### src/rtl/axi4l_pkg.sv
// Shared AXI4-Lite types and helpers: response codes, address alignment and byte-strobe merge.
package axi4l_pkg;

  typedef enum logic [1:0] {
    OKAY   = 2'b00,
    EXOKAY = 2'b01,
    SLVERR = 2'b10,
    DECERR = 2'b11
  } axi4l_resp_t;

  // Number of low address bits that select a byte within one data word.
  function automatic int unsigned addr_lsb(input int unsigned data_width);
    return $clog2(data_width / 8);
  endfunction

  // Operates on the widest supported word; narrower callers zero-extend and truncate.
  function automatic logic [63:0] apply_strb(input logic [63:0] old_data,
                                             input logic [63:0] new_data,
                                             input logic [7:0]  strb);
    logic [63:0] merged;
    merged = old_data;
    for (int k = 0; k < 8; k++) begin
      if (strb[k]) merged[k*8 +: 8] = new_data[k*8 +: 8];
    end
    return merged;
  endfunction

endpackage

### src/rtl/axi4l_wr_capture.sv
// Collects AW and W beats in either order and raises a commit strobe once both are present.
module axi4l_wr_capture
  import axi4l_pkg::*;
#(
  parameter int unsigned AddrWidth = 32,
  parameter int unsigned DataWidth = 32
) (
  input  logic                   aclk_i,
  input  logic                   aresetn_i,
  input  logic                   en_i,
  input  logic [AddrWidth-1:0]   awaddr_i,
  input  logic                   awvalid_i,
  output logic                   awready_o,
  input  logic [DataWidth-1:0]   wdata_i,
  input  logic [DataWidth/8-1:0] wstrb_i,
  input  logic                   wvalid_i,
  output logic                   wready_o,
  input  logic                   bvalid_i,
  input  logic                   bready_i,
  output logic                   commit_o,
  output logic [AddrWidth-1:0]   cmt_addr_o,
  output logic [DataWidth-1:0]   cmt_data_o,
  output logic [DataWidth/8-1:0] cmt_strb_o
);

  logic                   aw_full_q, aw_full_d;
  logic                   w_full_q, w_full_d;
  logic [AddrWidth-1:0]   awaddr_q;
  logic [DataWidth-1:0]   wdata_q;
  logic [DataWidth/8-1:0] wstrb_q;
  logic                   aw_hs, w_hs, b_hs;

  assign awready_o = en_i && !aw_full_q && !bvalid_i;
  assign wready_o  = en_i && !w_full_q && !bvalid_i;

  assign aw_hs = awvalid_i && awready_o;
  assign w_hs  = wvalid_i && wready_o;
  assign b_hs  = bvalid_i && bready_i;

  // Flags stay set through the B phase so a new beat cannot slip in before the handshake.
  assign commit_o   = (aw_full_q || aw_hs) && (w_full_q || w_hs) && !bvalid_i;
  assign cmt_addr_o = aw_full_q ? awaddr_q : awaddr_i;
  assign cmt_data_o = w_full_q ? wdata_q : wdata_i;
  assign cmt_strb_o = w_full_q ? wstrb_q : wstrb_i;

  always_comb begin
    aw_full_d = aw_full_q;
    w_full_d  = w_full_q;
    if (b_hs) begin
      aw_full_d = 1'b0;
      w_full_d  = 1'b0;
    end else begin
      if (aw_hs) aw_full_d = 1'b1;
      if (w_hs)  w_full_d  = 1'b1;
    end
  end

  always_ff @(posedge aclk_i or negedge aresetn_i) begin
    if (!aresetn_i) begin
      aw_full_q <= 1'b0;
      w_full_q  <= 1'b0;
      awaddr_q  <= '0;
      wdata_q   <= '0;
      wstrb_q   <= '0;
    end else begin
      aw_full_q <= aw_full_d;
      w_full_q  <= w_full_d;
      if (aw_hs) awaddr_q <= awaddr_i;
      if (w_hs) begin
        wdata_q <= wdata_i;
        wstrb_q <= wstrb_i;
      end
    end
  end

endmodule

### src/rtl/axi4l_reg_slave.sv
// AXI4-Lite register bank responder: byte-strobed writes, B/R responses, register taps for core logic.
module axi4l_reg_slave
  import axi4l_pkg::*;
#(
  parameter int unsigned            ADDR_WIDTH = 32,
  parameter int unsigned            DATA_WIDTH = 32,
  parameter int unsigned            NUM_REGS   = 16,
  parameter logic [DATA_WIDTH-1:0]  RESET_VAL  = '0
) (
  input  logic                           aclk_i,
  input  logic                           aresetn_i,
  input  logic [ADDR_WIDTH-1:0]          awaddr_i,
  input  logic [2:0]                     awprot_i,
  input  logic                           awvalid_i,
  output logic                           awready_o,
  input  logic [DATA_WIDTH-1:0]          wdata_i,
  input  logic [DATA_WIDTH/8-1:0]        wstrb_i,
  input  logic                           wvalid_i,
  output logic                           wready_o,
  output logic [1:0]                     bresp_o,
  output logic                           bvalid_o,
  input  logic                           bready_i,
  input  logic [ADDR_WIDTH-1:0]          araddr_i,
  input  logic [2:0]                     arprot_i,
  input  logic                           arvalid_i,
  output logic                           arready_o,
  output logic [DATA_WIDTH-1:0]          rdata_o,
  output logic [1:0]                     rresp_o,
  output logic                           rvalid_o,
  input  logic                           rready_i,
  output logic [NUM_REGS*DATA_WIDTH-1:0] reg_q_o,
  output logic [NUM_REGS-1:0]            reg_wr_o
);

  localparam int unsigned StrbW  = DATA_WIDTH / 8;
  localparam int unsigned AddrLsb = addr_lsb(DATA_WIDTH);

  logic                  en_q;
  logic [DATA_WIDTH-1:0] regs_q [NUM_REGS];
  logic [DATA_WIDTH-1:0] regs_d [NUM_REGS];
  logic [NUM_REGS-1:0]   reg_wr_q, reg_wr_d;
  logic                  bvalid_q, rvalid_q;
  axi4l_resp_t           bresp_q, rresp_q;
  logic [DATA_WIDTH-1:0] rdata_q;

  logic                  commit;
  logic [ADDR_WIDTH-1:0] cmt_addr, wr_idx, rd_idx;
  logic [DATA_WIDTH-1:0] cmt_data, rd_word;
  logic [StrbW-1:0]      cmt_strb;
  logic                  wr_decerr, rd_decerr, ar_hs;
  logic [63:0]           merged;
  logic                  unused_prot;

  assign unused_prot = ^{awprot_i, arprot_i};

  axi4l_wr_capture #(
    .AddrWidth(ADDR_WIDTH),
    .DataWidth(DATA_WIDTH)
  ) u_wr_capture (
    .aclk_i    (aclk_i),
    .aresetn_i (aresetn_i),
    .en_i      (en_q),
    .awaddr_i  (awaddr_i),
    .awvalid_i (awvalid_i),
    .awready_o (awready_o),
    .wdata_i   (wdata_i),
    .wstrb_i   (wstrb_i),
    .wvalid_i  (wvalid_i),
    .wready_o  (wready_o),
    .bvalid_i  (bvalid_q),
    .bready_i  (bready_i),
    .commit_o  (commit),
    .cmt_addr_o(cmt_addr),
    .cmt_data_o(cmt_data),
    .cmt_strb_o(cmt_strb)
  );

  assign wr_idx    = cmt_addr >> AddrLsb;
  assign rd_idx    = araddr_i >> AddrLsb;
  assign wr_decerr = wr_idx >= ADDR_WIDTH'(NUM_REGS);
  assign rd_decerr = rd_idx >= ADDR_WIDTH'(NUM_REGS);

  assign arready_o = en_q && !rvalid_q;
  assign ar_hs     = arvalid_i && arready_o;

  always_comb begin
    merged   = '0;
    reg_wr_d = '0;
    for (int i = 0; i < NUM_REGS; i++) begin
      regs_d[i] = regs_q[i];
      // An all-zero strobe still completes with OKAY but touches nothing.
      if (commit && (wr_idx == ADDR_WIDTH'(i)) && (|cmt_strb)) begin
        merged      = apply_strb(64'(regs_q[i]), 64'(cmt_data), 8'(cmt_strb));
        regs_d[i]   = merged[DATA_WIDTH-1:0];
        reg_wr_d[i] = 1'b1;
      end
    end
  end

  // Reads sample the pre-commit array, so a same-edge write is not visible yet.
  always_comb begin
    rd_word = '0;
    for (int i = 0; i < NUM_REGS; i++) begin
      if (rd_idx == ADDR_WIDTH'(i)) rd_word = regs_q[i];
    end
  end

  always_ff @(posedge aclk_i or negedge aresetn_i) begin
    if (!aresetn_i) begin
      en_q     <= 1'b0;
      reg_wr_q <= '0;
      for (int i = 0; i < NUM_REGS; i++) regs_q[i] <= RESET_VAL;
    end else begin
      en_q     <= 1'b1;
      reg_wr_q <= reg_wr_d;
      regs_q   <= regs_d;
    end
  end

  always_ff @(posedge aclk_i or negedge aresetn_i) begin
    if (!aresetn_i) begin
      bvalid_q <= 1'b0;
      bresp_q  <= OKAY;
    end else if (commit) begin
      bvalid_q <= 1'b1;
      bresp_q  <= wr_decerr ? DECERR : OKAY;
    end else if (bvalid_q && bready_i) begin
      bvalid_q <= 1'b0;
    end
  end

  always_ff @(posedge aclk_i or negedge aresetn_i) begin
    if (!aresetn_i) begin
      rvalid_q <= 1'b0;
      rresp_q  <= OKAY;
      rdata_q  <= '0;
    end else if (ar_hs) begin
      rvalid_q <= 1'b1;
      rresp_q  <= rd_decerr ? DECERR : OKAY;
      rdata_q  <= rd_decerr ? '0 : rd_word;
    end else if (rvalid_q && rready_i) begin
      rvalid_q <= 1'b0;
    end
  end

  assign bvalid_o = bvalid_q;
  assign bresp_o  = bresp_q;
  assign rvalid_o = rvalid_q;
  assign rresp_o  = rresp_q;
  assign rdata_o  = rdata_q;
  assign reg_wr_o = reg_wr_q;

  for (genvar g = 0; g < NUM_REGS; g++) begin : g_reg_out
    assign reg_q_o[g*DATA_WIDTH +: DATA_WIDTH] = regs_q[g];
  end

endmodule

### config.mk
export PLATFORM = sky130hd
export DESIGN_NAME = axi4l_reg_slave
export DESIGN_NICKNAME = d
export VERILOG_FILES = /design/src/rtl/axi4l_pkg.sv /design/src/rtl/axi4l_wr_capture.sv /design/src/rtl/axi4l_reg_slave.sv
export SDC_FILE = /design/constraint.sdc
export NUM_CORES = 1
export LEC_CHECK = 0
export ABC_CLOCK_PERIOD_IN_PS = 4100
export CORE_MARGIN = 1.5
export CORE_UTILIZATION = 31
export DETAILED_ROUTE_END_ITERATION = 8
export GPL_ROUTABILITY_DRIVEN = 0
export HOLD_SLACK_MARGIN = 0.06
export PLACE_DENSITY = 0.53
export SLEW_MARGIN = 40
export SYNTH_ARGS = -nofsm -noshare
export SYNTH_HDL_FRONTEND = slang
export SYNTH_HIERARCHICAL = 1
export SYNTH_SLANG_ARGS = --single-unit
### constraint.sdc
create_clock -name aclk_i -period 4.1 [get_ports aclk_i]
set_input_delay 1.23 -clock aclk_i [delete_from_list [all_inputs] [get_ports aclk_i]]
set_output_delay 1.23 -clock aclk_i [all_outputs]
set_load 0.01 [all_outputs]
# --- After elaboration in Yosys (flattened, before gate mapping) ---
# Index checks and enable logic that the tools add are counted.
op_classes:
  n_mux: 46
  eq_ne: 30
  magnitude_cmp: 2
  reduce_logical: 121
ops:
  columns: ["cell", "n"]
  rows:
  - ["two-way mux 32 bit", 19]
  - ["== test 30 x 4 -> 1 bit (second input constant)", 16]
  - ["== test 30 x 3 -> 1 bit (second input constant)", 8]
  - ["AND reduction 2 bit", 64]
  - ["== test 30 x 2 -> 1 bit (second input constant)", 4]
  - ["zero test 32 bit", 2]
  - ["== test 30 x 1 -> 1 bit (second input constant)", 2]
  - [">= comparator 30 x 5 -> 1 bit (second input constant)", 2]
  - ["logical AND 1 bit", 44]
  - ["two-way mux 1 bit", 24]
  - ["nonzero test 2 bit", 4]
  - ["zero test 1 bit", 4]
  - ["two-way mux 2 bit", 2]
  - ["two-way mux 4 bit", 1]
  - ["OR reduction 4 bit", 1]
  - ["logical OR 1 bit", 2]
word_totals:
  in_bits: 113
  register_bits: 637
  out_inout_bits: 569

# --- Longest topological paths before layout ---
# Gate-level depths: netlist (run 1).
depth:
  word_depth: 18
  depth_mapped: 10
  ltp_nobuf: 8

# --- Cells and area by module ---
# The synthesis (run 1) kept the hierarchy.
modules_own_cells:
  columns: ["mod", "n_inst", "cells_each", "area_each_um2", "seq_area_each_um2"]
  rows:
  - ["axi4l_reg_slave", 1, 2015, 25674.6, 14138.6]
  - ["axi4l_wr_capture", 1, 235, 3609.7, 1751.7]

# --- Worst setup path before layout (run 1) ---
# Ideal clock, no wire load.
synth_path:
  path_kind: "input -> register"
  startpoint: "input port awaddr_i[13]"
  endpoint: "register regs_q (netlist bit reg_q_o[100])"
  path_buffers: 0
  t_arrival_ps: 3403
  setup_time_ps: 128
  path_slack_ps: 569
  stages: 8
  path_cell_list: "mux2_2 -> nor4_1 -> nand4_1 -> nor3_2 -> or3b_1 -> nor2_1 -> nand2_1 -> mux2_1"
synth_between:
  elab_chain_cells: 5
synth_rtl:
  columns: ["element", "line", "rtl"]
  rows:
  - ["start: declaration", "axi4l_reg_slave.sv:12", "input logic [ADDR_WIDTH-1:0] awaddr_i,"]
  - ["two-way mux 32 bit", "axi4l_wr_capture.sv:42", "assign cmt_addr_o = aw_full_q ? awaddr_q : awaddr_i;"]
  - ["== test 30 x 2 -> 1 bit", "axi4l_reg_slave.sv:92", "if (commit && (wr_idx == ADDR_WIDTH'(i)) && (|cmt_strb)) begin"]
  - ["logical AND 1 bit (2 in a row)", "axi4l_reg_slave.sv:92", null]
  - ["AND reduction 2 bit (no source line)", null, null]
  - ["end signal: assignment", "axi4l_reg_slave.sv:116", "regs_q <= regs_d;"]
  - ["end: declaration", "axi4l_reg_slave.sv:39", "logic [DATA_WIDTH-1:0] regs_q [NUM_REGS];"]
# No other way between the ends.
# A chain may end at the register's enable or synchronous reset.

# --- Final worst setup path (run 1) ---
layout_path:
  startpoint: "input port araddr_i[25]"
  endpoint: "register rdata_q[17] (netlist: rdata_o[17])"
layout_between:
  elab_chain_cells: 18
  elab_cells_between_ends: 34
  classes_between: "order compare: 1; eq/ne: 15; mux: 17; reduce/logical: 1"
layout_rtl:
  columns: ["element", "line", "rtl"]
  rows:
  - ["start: declaration", "axi4l_reg_slave.sv:23", "input logic [ADDR_WIDTH-1:0] araddr_i,"]
  - ["zero test 32 bit", "axi4l_reg_slave.sv:104", "if (rd_idx == ADDR_WIDTH'(i)) rd_word = regs_q[i];"]
  - ["two-way mux 32 bit (16 in a row)", "axi4l_reg_slave.sv:104", null]
  - ["two-way mux 32 bit *", "axi4l_reg_slave.sv:140", "rdata_q <= rd_decerr ? '0 : rd_word;"]
  - ["end signal: assignment", "axi4l_reg_slave.sv:140", null]
  - ["end: declaration", "axi4l_reg_slave.sv:44", "logic [DATA_WIDTH-1:0] rdata_q;"]
# Mark *: on every way between the ends. The rest lies on a longest branch, timed or not.

==> results of run 1 <==
==> per-layer routing <==
metal / up-vias / track usage, % / wire length, um
li1: 10600 / - / -
met1: 13300 / 36.8 / 58400
met2: 1179 / 50.8 / 71200
met3: 253 / 7.73 / 11600
met4: 6 / 11.4 / 5920
met5: - / 0 / 50
==> path summary, 6_finish.rpt <==
check                                                        to                          startpoint  slack (ns)
min in group asynchronous  u_wr_capture/wdata_q[16]$_DFFE_PN0P_                           aresetn_i        0.57
max                                     rdata_o[17]$_DFFE_PN0P_                        araddr_i[25]        0.12
min reg2reg                              rdata_o[1]$_DFFE_PN0P_              rdata_o[1]$_DFFE_PN0P_        0.49
max in group asynchronous              reg_q_o[495]$_DFFE_PN0P_                           aresetn_i        2.41
min                                      rdata_o[1]$_DFFE_PN0P_              rdata_o[1]$_DFFE_PN0P_        0.49
max reg2reg                            reg_q_o[184]$_DFFE_PN0P_  u_wr_capture/aw_full_q$_DFFE_PN0P_        0.67
==> worst max-delay path, stage by stage <==
cell             delay, ns
clkdlybuf4s50_1       0.44
nor4_4                0.56
nand4_2               0.21
buf_4                 0.30
nor2_1                0.13
buf_4                 0.21
a21oi_1               0.13
a2111oi_0             0.74
buf_4                 0.24
a41o_1                0.20
nand3_1               0.09
==> state kept, by name, summed over array words and instances, names as in the netlist <==
name                    cells
u_wr_capture/w_full_q       1
u_wr_capture/wstrb_q        4
en_q                        1
bresp_o                     1
rresp_o                     1
u_wr_capture/wdata_q       32
rvalid_o                    1
reg_wr_o                   16
bvalid_o                    1
reg_q_o                   512
rdata_o                    32
u_wr_capture/aw_full_q      1
u_wr_capture/awaddr_q      30
==> final cells by class <==
type	instances	area (sq um)
Timing Repair Buffer	1083	10900
Inverter	4	15.0
Fill cell	8502	49900
Sequential cell	633	15800
Clock buffer	105	2120
Clock inverter	27	288
Antenna cell	5	12.5
Tap cell	1254	1570
Multi-Input combinational cell	1469	12700
==> cells in the final DEF (no fill, tap or decap), types with 17 or more instances in the layout <==
| master | count |
|---|---|
| a22o_1 | 22 |
| clkdlybuf4s50_1 | 668 |
| a222oi_1 | 19 |
| nor2_1 | 90 |
| a221oi_1 | 24 |
| o21ai_0 | 69 |
| buf_4 | 326 |
| nand3_1 | 34 |
| a22oi_1 | 55 |
| clkbuf_16 | 75 |
| mux2_2 | 611 |
| nand2_1 | 131 |
| a2bb2oi_1 | 19 |
| o221ai_1 | 35 |
| o22ai_1 | 20 |
| clkbuf_1 | 17 |
| mux2_4 | 30 |
| a21oi_1 | 83 |
| dfrtp_1 | 632 |
| buf_12 | 86 |
==> power groups by stage <==
stage                     clock [mW]  combinational (mW)  sequential, mW
after detailed placement           0                3.11            6.94
final                           6.63                3.08            6.85
after CTS                       6.72                3.11            6.84
after global placement             0                3.03            6.91
after floorplan                    0                1.80            6.83
after global routing            6.99                3.25            6.89
==> per-stage QoR <==
step | setup slack, ns | cell area [sq um] | hold WS [ns]
2_1_floorplan | 0.569 | 29200 | 0.452
3_3_place_gp | -0.593 | 41000 | 0.466
3_5_place_dp | -0.479 | 41100 | 0.482
4_1_cts | 0.187 | 43500 | 0.499
5_1_grt | 0.0776 | 43500 | 0.519
6_report | 0.125 | 43500 | 0.495
==> results.yml, run 1 <==
pwr:
  power_frac_seq_pct: 41.3
  p_clk_share_pct: 40.0
  vdd_drop_max_mv: 0.284
  powerDensity_nw_per_um2: 381
  p_sw_share_pct: 30.3
  p_int_mw: 11.5
  p_comb_share_pct: 18.6
  power_mw: 16.6
  p_sw_mw: 5.03
  leakage_nw: 19.7
timing:
  fin_skew_ns: 0.0304
  fin_tns_setup_ns: 0
  tightest_slew_ns: 0.829
  rsz0062_at_grt: "false"
  period_minus_slack_ns: 3.98
  slew_headroom_pct: 43.3
  slew_viol_final: 0
  hold_violations: 0
  finalSetupViolCount: 0
  finalCritPeriodShare_pct: 97.0
  fmax_mhz: 252
layout:
  final_cells: 4580
  area_growth_syn_to_layout_pct: 48.9
  drive_above_1_share_pct: 36.5
  nNetsFinal: 3378
  fin_util_pct: 46.6
detailed_routing:
  vias: 25300
  vias_per_cell: 5.53
  route.detailed.drc: 0
  drtIter0Drc: 2097
  wl_per_cell_um: 32.1
  wl_um: 147000
  ant_nets: 0
  first_pass_iters: 6
yosys:
  avgSynthCellArea_sq_um: 13.0
  yosys_warnings: 6
  synth_area_sq_um: 29200
  syn_inst: 2244
  synth_nets: 2357
cts:
  clk_pin_slew_worst_paths_ns: 0.06
  max-clock-path-buffers: 3
  cts_sinks: 633
  clk_latency_ns: 0.64
  cts_buffers: 74
  htreeDepth: 3
  cts-hold-fix-buffers: 0
  postCtsSetupRepairBufs: 0
  cts_tree: "yes"
  cts-root-buf: "clkbuf_16"
  post_cts_resized: 0
run_status:
  status: "finished clean"
critical_path:
  cp_data_required_time_ns: 4.62
  crit_arrival_ns: 4.49
  r2r_cells: 11
  critPathKind: "input port to flip-flop"
  path_max_fanout: 16
  critPathLaunchType: "input port"
  crit_path_end_kind: "flip-flop"
min_path:
  hold_depth: 1
  hp-class: "flip-flop to flip-flop"
floorplan:
  core_sq_um: 93300
  fp.dieW_um: 310
  die_area_sq_um: 96000
  dieHeight_um: 310
  start_util_pct: 31.3
  top_level_ports: 682
  rows: 112
flow_run:
  cap_violations: 0
placed_design:
  dp.cells: 4443
  portBuffers: 671
  place.detailed.hpwl_um: 117000
global_routing:
  grt_pass1_wl_um: 203000
  grt_pass1_vias: 26400
  grt_use_total_pct: 30.1
  antenna_found_initial: 8
  globalRoute.totalOverflow: 0
  grt_start_max_net_pins: 86
Note: power is estimated with default switching activity, not from simulation.
==> run 2, diff against run 1 <==
Settings changed: ABC_CLOCK_PERIOD_IN_PS 4100 to 5150, CORE_AREA from default to 2 2 269 271, CORE_MARGIN 1.5 to default, CORE_UTILIZATION 31 to default, CTS_BUF_LIST from default to sky130_fd_sc_hd__clkbuf_4 sky130_fd_sc_hd__clkbuf_8, DIE_AREA from default to 0 0 271 273, PLACE_DENSITY 0.53 to 0.67.
Clock period 4.1 ns to 5.15 ns, I/O delays scaled along.
==> run 2 against run 1 <==
Compared with the run above: worst setup slack improved by 0.77 ns; highest routed layer unchanged; wire length decreased by 7.7%; register-to-register slack improved by 0.52 ns; die area decreased by 23%; global-route usage increased by 5.8 points; critical path depth decreased by 1; first-iteration DRC count increased by 24%; critical path type unchanged; via count decreased by 1.0%; total power decreased by 23%.
==> results.yml, run 2 (same netlist as run 1, synthesis figures left out) <==
run_status:
  status: "finished clean"
floorplan:
  core_sq_um: 71000
  rows: 98
  dieHeight_um: 273
  fp.dieW_um: 271
  start_util_pct: 41.1
  top_level_ports: 682
  die_area_sq_um: 74000
global_routing:
  use_met2_pct: 60.7
  gr-usage-met3_pct: 10.0
  antenna_found_initial: 6
  grt.busiest_layer: "met2"
  grt_start_max_net_pins: 102
  grt_use_met1_pct: 42.1
  grt_pass1_wl_um: 190000
  grt_use_total_pct: 35.8
  grt_pass1_vias: 25700
  globalRoute.totalOverflow: 0
layout:
  fin_util_pct: 57.0
  n_fill_cell: 5726
  nNetsFinal: 3181
  area_growth_syn_to_layout_pct: 38.6
  largest_register_ff_count: 512
  final_common_cell: "clkdlybuf4s50_1"
  drive_above_1_share_pct: 33.7
  final_cell_mix: "clkdlybuf4s50_1, dfrtp_1, mux2_2, buf_4, clkbuf_8"
critical_path:
  crit_path_end: "rdata_o[16]$_DFFE_PN0P_"
  crit_path_top_delay_cell: "and4_1"
  r2r_cells: 11
  crit_path_end_kind: "flip-flop"
  critPathKind: "input port to flip-flop"
  cp.depth: 10
  path_buf_inv: 3
  worst_path_largest_cell_delay_ns: 0.69
  cp_data_required_time_ns: 5.79
  r2r_end: "reg_q_o[80]$_DFFE_PN0P_"
  r2r-start: "u_wr_capture/aw_full_q$_DFFE_PN0P_"
  critPathLaunchType: "input port"
  r2r_slack_ns: 1.19
  path_max_fanout: 8
  crit_chain: "clkdlybuf4s50_1 > nor4_4 > and4_1 > nand2_1 > o21ai_0 > a2111oi_0 > buf_4 > o21ai_0 > buf_4 > nand2_1"
  startpoint: "araddr_i[20]"
  crit_family: "simple AND/OR/NAND/NOR gates"
  crit_arrival_ns: 4.89
cts:
  cts_sinks: 633
  htreeDepth: 3
  cts-root-buf: "clkbuf_8"
  clk_pin_slew_worst_paths_ns: 0.06
  cts_tree: "yes"
  clk_latency_ns: 0.75
  max-clock-path-buffers: 3
  cts-hold-fix-buffers: 0
  postCtsSetupRepairBufs: 0
  post_cts_resized: 0
  cts_buffers: 108
detailed_routing:
  route.detailed.drc: 0
  ant_nets: 0
  vias_per_cell: 6.11
  wl_per_cell_um: 33.0
  vias: 25100
  first_pass_iters: 6
  drtIter0Drc: 2590
  wl_um: 136000
min_path:
  hp-class: "flip-flop to flip-flop"
pwr:
  power_mw: 12.7
  vdd_drop_max_mv: 0.205
  leakage_nw: 18.3
  powerDensity_nw_per_um2: 314
timing:
  finalCritPeriodShare_pct: 82.6
  slew_viol_final: 0
  slew_headroom_pct: 44.5
  fin_skew_ns: 0.0443
  tightest_slew_ns: 0.825
  hold_violations: 0
  period_minus_slack_ns: 4.25
  finalSetupViolCount: 0
  rsz0062_at_grt: "false"
  fmax_mhz: 235
  fin_tns_setup_ns: 0
flow_run:
  cap_violations: 0
placed_design:
  place.detailed.hpwl_um: 104000
  portBuffers: 671
-- run 2: worst min-delay path, delay by kind of cell (launching register included) --
family           cells  cell delay, ns
AND/OR/NAND/NOR      2            0.10
flip-flops           1            0.35
-- run 2: per-layer routing --
layer  wire length, um  part of all wire, %  vias to the layer above
met3             13700                   10                      364
met4              7110                  5.2                        6
li1                  -                    -                    10200
met1             49100                   36                    13000
met2             65900                   49                     1527
met5                29                0.021                        -
-- run 2: area by class of cell --
class	count	area [sq um]	share of cell area [%]
antenna	1	2.50	0.00619
clock buffer	171	2150	5.32
clock inverter	29	218	0.538
inverter	4	15.0	0.0371
multi-input combinational	1469	12700	31.5
sequential	633	15800	39.2
tap	950	1190	2.94
timing repair buffer	852	8290	20.5
-- run 2: worst min path at each step --
stage / startpoint / endpoint / slack, ns / depth (start not counted)
finish: rdata_o[17]$_DFFE_PN0P_ / rdata_o[17]$_DFFE_PN0P_ / 0.49 / 2
global route: rdata_o[12]$_DFFE_PN0P_ / rdata_o[12]$_DFFE_PN0P_ / 0.51 / 1
CTS: u_wr_capture/awaddr_q[17]$_DFFE_PN0P_ / u_wr_capture/awaddr_q[17]$_DFFE_PN0P_ / 0.49 / 1
detailed placement: u_wr_capture/awaddr_q[17]$_DFFE_PN0P_ / u_wr_capture/awaddr_q[17]$_DFFE_PN0P_ / 0.48 / 1
global placement: u_wr_capture/awaddr_q[17]$_DFFE_PN0P_ / u_wr_capture/awaddr_q[17]$_DFFE_PN0P_ / 0.47 / 1
floorplan: u_wr_capture/awaddr_q[17]$_DFFE_PN0P_ / u_wr_capture/awaddr_q[17]$_DFFE_PN0P_ / 0.45 / 1
-- run 2: power by group --
part	internal, mW	switching, mW
combinational	0.831	1.46
sequential	5.25	0.234
clock	2.72	2.22
total	8.81	3.91
-- run 2: through the flow --
stage          worst slack (ns)  instance area, sq um  std cells  hold WS [ns]
6_report                  0.899                 40400       4109         0.490
5_1_grt                   0.817                 40400       4109         0.513
4_1_cts                   0.998                 40400       4107         0.490
3_5_place_dp              0.263                 38000       3907         0.476
2_1_floorplan              1.30                 29200       2244         0.452
3_3_place_gp              0.290                 38000       3907         0.466
